--- config.mk ---
export PLATFORM = sky130hd
export DESIGN_NAME = aq_pad_decoder
export DESIGN_NICKNAME = d
export VERILOG_FILES = /design/src/rtl/aq_pad_decoder.sv
export SDC_FILE = /design/constraint.sdc
export NUM_CORES = 1
export LEC_CHECK = 0
export CORE_MARGIN = 1.5
export CORE_UTILIZATION = 35
export DETAILED_ROUTE_END_ITERATION = 6
export GPL_TIMING_DRIVEN = 0
export HOLD_SLACK_MARGIN = 0.08
export SLEW_MARGIN = 20
export SYNTH_ARGS = -nofsm -noshare
export SYNTH_HDL_FRONTEND = slang
export SYNTH_SLANG_ARGS = --single-unit
--- constraint.sdc ---
create_clock -name clk -period 6.6 [get_ports clk]
set_input_delay 1.65 -clock clk [delete_from_list [all_inputs] [get_ports clk]]
set_output_delay 1.65 -clock clk [all_outputs]
set_load 0.05 [all_outputs]
--- src/rtl/aq_pad_decoder.sv ---
// Aquarius hand-controller decoder: synchronises and debounces the raw active-low pad byte,
// decodes it to MiST joystick bits and queues every change of the decoded state in a small FIFO.
module aq_pad_decoder #(
  parameter int SAMPLE_DIV = 1000,
  parameter int DEBOUNCE   = 4,
  parameter int FIFO_DEPTH = 4
) (
  input  logic       clk,
  input  logic       reset,
  input  logic [7:0] pad_in,
  output logic [7:0] joy_out,
  output logic       evt_valid,
  output logic [7:0] evt_data,
  input  logic       evt_ready,
  output logic       evt_overflow
);

  localparam int CW = (SAMPLE_DIV > 1) ? $clog2(SAMPLE_DIV) : 1;
  localparam int DW = $clog2(DEBOUNCE + 1);
  localparam int AW = $clog2(FIFO_DEPTH);

  localparam logic [CW-1:0] DIV_LAST = CW'(SAMPLE_DIV - 1);
  localparam logic [DW-1:0] DB_MAX   = DW'(DEBOUNCE);
  localparam logic [AW:0]   FIFO_CAP = (AW + 1)'(FIFO_DEPTH);

  logic [7:0]    r_sync1;
  logic [7:0]    r_sync2;
  logic [CW-1:0] r_div;
  logic [7:0]    r_cand;
  logic [DW-1:0] r_cnt;
  logic [7:0]    r_accepted;
  logic [7:0]    r_joy;
  logic [7:0]    r_mem [FIFO_DEPTH];
  logic [AW:0]   r_wr;
  logic [AW:0]   r_rd;
  logic          r_overflow;

  logic          w_strobe;
  logic [7:0]    w_cand_nxt;
  logic [DW-1:0] w_cnt_nxt;
  logic          w_take;
  logic [7:0]    w_p;
  logic [7:0]    w_dec;
  logic [AW:0]   w_level;
  logic          w_full;
  logic          w_pop;
  logic          w_push_req;
  logic          w_push;

  assign w_strobe = (r_div == DIV_LAST);

  always_comb begin
    w_cand_nxt = r_cand;
    w_cnt_nxt  = r_cnt;
    if (w_strobe) begin
      if (r_sync2 != r_cand) begin
        w_cand_nxt = r_sync2;
        w_cnt_nxt  = DW'(1);
      end else if (r_cnt != DB_MAX) begin
        w_cnt_nxt = r_cnt + DW'(1);
      end
    end
  end

  // Re-accepting the same value on every saturated strobe is harmless.
  assign w_take = w_strobe && (w_cnt_nxt == DB_MAX);

  // Bit 7 turns the shared lines 5 and 2 into X/Y instead of B/up.
  assign w_p = ~r_accepted;
  always_comb begin
    w_dec    = '0;
    w_dec[0] = w_p[1];
    w_dec[1] = w_p[3];
    w_dec[2] = w_p[0];
    w_dec[3] = w_p[2] & ~w_p[7];
    w_dec[4] = w_p[6];
    w_dec[5] = w_p[5] & ~w_p[7];
    w_dec[6] = w_p[7] & w_p[5];
    w_dec[7] = w_p[7] & w_p[2];
  end

  assign w_level    = r_wr - r_rd;
  assign w_full     = (w_level == FIFO_CAP);
  assign evt_valid  = (r_wr != r_rd);
  assign w_pop      = evt_valid & evt_ready;
  assign w_push_req = (w_dec != r_joy);
  assign w_push     = w_push_req & (~w_full | w_pop);

  always_ff @(posedge clk) begin
    if (reset) begin
      r_sync1    <= 8'hFF;
      r_sync2    <= 8'hFF;
      r_div      <= '0;
      r_cand     <= 8'hFF;
      r_cnt      <= '0;
      r_accepted <= 8'hFF;
      r_joy      <= '0;
      r_wr       <= '0;
      r_rd       <= '0;
      r_overflow <= 1'b0;
      for (int i = 0; i < FIFO_DEPTH; i++) r_mem[i] <= '0;
    end else begin
      r_sync1 <= pad_in;
      r_sync2 <= r_sync1;
      r_div   <= w_strobe ? '0 : r_div + CW'(1);
      r_cand  <= w_cand_nxt;
      r_cnt   <= w_cnt_nxt;
      if (w_take) r_accepted <= w_cand_nxt;
      r_joy <= w_dec;
      if (w_push) begin
        r_mem[r_wr[AW-1:0]] <= w_dec;
        r_wr <= r_wr + (AW + 1)'(1);
      end
      if (w_pop) r_rd <= r_rd + (AW + 1)'(1);
      if (w_push_req && !w_push) r_overflow <= 1'b1;
    end
  end

  assign joy_out      = r_joy;
  assign evt_data     = r_mem[r_rd[AW-1:0]];
  assign evt_overflow = r_overflow;

endmodule

==> flow_summary.ini, run 1 <==
[worst_setup_path]
end_kind = primary output
critical_path.max_fanout = 8
cp.required_ps = 4950
start_kind = register
critPathKind = register to primary output
reg2reg_depth = 7
cp.arrival_ps = 2540

[global_route]
antenna_found_initial = 0
grt_pass1_wl_um = 12090
grt_use_total_pct = 13.68
grt_pass1_vias = 2438
grt_max_degree = 16
grt-ovfl-total = 0

[power_and_ir_drop]
p_leak_nw = 1.600
power_density_nw_per_um2 = 229.0
peakVddDrop_mv = 0.1288

[clocking]
cts_sinks = 93
numCtsBuffers = 9
cts_max_path_buffers = 2
cts_resized = 0
hold_buffers = 0
cts_setup_buffers = 0
clock_latency_ps = 360
htreeDepth = 3
cts.clk_slew.worst_paths_ps = 90
cts_tree = yes
cts_root_buf = clkbuf_8

[detailed_routing]
drc_errors = 0
via_per_inst = 4.895
met1_length_um = 3224
wl_met3_um = 260
drt_first_pass_iters = 4
ant_nets = 0
dr.max_layer_used = met4
met2_length_um = 3595
drtIter0Drc = 75
routedWlPerCell_um = 14.01
routed_wl_um = 7231
vias = 2526

[finish]
design_area_um2 = 4482
finalNonFillerCells = 516
final_util_pct = 42.84
areaGrowthSynthToFinish_pct = 17.37
drive_above_1_share_pct = 13.68
fillCellCount = 1041
antenna_cells = 0
fin_nets = 393

[synthesis]
synthTopCellsByArea = dfxtp_1 32%, edfxtp_1 25%, mux4_2 4.7%, nor2_1 4.2%, mux2i_1 4.2%
synth_cell_types = 43
synth.yosys.warnings = 0
synth.net_count = 353
syn_area_um2 = 3819
yosysSeqAreaShare_pct = 57.14
synth_area_per_cell_um2 = 11.40
yosysTopAreaCellShare_pct = 31.98
yosys.area.top_type = dfxtp_1
postSynthCellCount = 335
ys_ff_latch = 93

[timing]
maxSlewHeadroom_pct = 38.09
tightest_slew_ps = 923.1
hold_viol = 0
final-max-slew-violation-count = 0
setup_viol = 0
finClkSkew_ps = 12.85
rsz0062_at_grt = no
tns_ps = 0
timing.hold.ws_ps = 413.1
fmax_mhz = 238.6
period_needed_ps = 4191
min_period_over_period_pct = 63.50

[die]
start_util_pct = 36.50
core_um2 = 10460
die-area_um2 = 11550
boundaryPins = 29
rows = 37
die_w_um = 107.5
die_height_um = 107.5

[status]
status = finished clean

[hold_path]
min_path_type = register to register
whs_path_depth = 1

[place]
dp_cells = 500
placed_area_um2 = 4287
gp_congestion = 0.7313
port_buffers = 28
hpwl_um = 5018

[run]
max_cap_violations = 0
-- cell usage in the layout (no fill, tap or decap), drive strengths merged, types with 2 or more instances in the layout --
| cell type | count |
|---|---|
| a21oi | 2 |
| nand2b | 4 |
| mux2 | 3 |
| mux2i | 16 |
| ha | 7 |
| xnor2 | 14 |
| dfxtp | 61 |
| o31ai | 3 |
| clkbuf | 22 |
| mux4 | 8 |
| inv | 7 |
| nand2 | 20 |
| nand4 | 7 |
| o21ai | 3 |
| o21a | 2 |
| xor2 | 9 |
| or2 | 16 |
| buf | 7 |
| nor4 | 5 |
| nor2b | 4 |
| nor2 | 43 |
| clkdlybuf4s50 | 28 |
| a31oi | 3 |
| edfxtp | 32 |
| and3 | 5 |
| nand3 | 7 |
| nor3 | 27 |
| clkinv | 4 |
-- synthesized netlist by cell type (all sizes together) --
library cell	number
nand3	7
dfxtp	61
mux2i	16
xor2	9
xnor2	14
clkinv	1
nor2	43
buf	6
clkbuf	10
and2	1
a31oi	3
o21ai	3
nor4bb	1
or4	1
edfxtp	32
or2	16
o221ai	1
nor2b	4
o22a	1
nand3b	1
or3	1
mux2	3
nand2	20
nor3	27
a41o	1
nand4	7
o21ba	1
nand2b	4
and3b	1
nor4	5
ha	7
and3	5
inv	6
o211ai	1
mux4	8
o21a	2
o31ai	3
a21oi	2
-- per-stage QoR --
step / total power, mW / setup WS [ps]
after floorplan: 0.6480 / 3301
after global placement: 0.6665 / 2120
after detailed placement: 0.6682 / 2533
after CTS: 1.033 / 2339
after global routing: 1.068 / 2239
final: 1.026 / 2409
-- where the power goes --
part	switching (mW)	internal [mW]
logic	0.0273	0.0188
clock network	0.201	0.172
registers	0.00468	0.603
-- worst paths after layout --
| path | end | slack, ps | from |
|---|---|---|---|
| setup / recovery | evt_data[0] | 2410 | register |
| hold / removal | r_sync2[7] | 410 | r_sync1[7] |
| setup reg to reg | r_mem[0][6] | 3740 | r_wr[0] |
| hold reg to reg | r_sync2[7] | 410 | r_sync1[7] |
-- critical path, stage by stage (launching register included) --
cell             delay [ps]
dfxtp_1                 310
clkbuf_1                550
mux4_2                  600
clkdlybuf4s50_1         710
-- kinds of logic (layout without fill, tap and decap cells) --
kind of cell	Yosys count	count (layout)	share of synthesized area, %
buffers and inverters	23	68	2.850
xor gates and xnor gates	23	23	5.275
DFF	93	93	57.14
muxes	27	27	9.895
AOI/OAI and AO/OA	18	18	3.440
and+or+nand+nor	144	144	19.10
adders and majority gates	7	7	2.293
-- flip-flops by register name, summed over array words and instances (netlist names), named ones only --
signal,count
r_div,10
evt_overflow,1
r_sync1,8
r_wr,3
r_cnt,3
r_rd,3
r_accepted,7
joy_out,8
r_sync2,8
r_mem,32
r_cand,7
-- routing by layer --
metal | up-vias | track usage (%)
met1 | 1193 | 17.03
met3 | 12 | 2.966
li1 | 1262 | -
met2 | 59 | 22.93
met4 | 0 | 5.733
met5 | - | 0
-- final cells by class --
type                    count  area [um2]  area share [%]
flip-flops and latches     93        2182           48.69
multi-input cells         219        1538           34.31
repair buffers             29       287.8           6.421
well taps                 136       170.2           3.797
clock buffers              12       166.4           3.713
plain buffers              16       82.58           1.843
clock inverters             4       28.78          0.6421
inverters                   7       26.28          0.5863
No activity file was read; power rests on OpenSTA's default activity.
==> run 2: changes to the inputs <==
==> constraint.sdc (replaced) <==
create_clock -name clk -period 4 [get_ports clk]
set_input_delay 1 -clock clk [delete_from_list [all_inputs] [get_ports clk]]
set_output_delay 1 -clock clk [all_outputs]
set_load 0.05 [all_outputs]
==> results of run 2 <==
Same layout as run 1 (identical final DEF). Status: finished clean.
Among the figures that moved: setup slack after placement 2533 ps -> 583.3 ps; setup slack after layout 2409 ps -> 459.0 ps; register-to-register setup slack 3740 ps -> 1140 ps; total power 1.026 mW -> 1.694 mW; worst IR drop on VDD 0.1288 mV -> 0.2125 mV
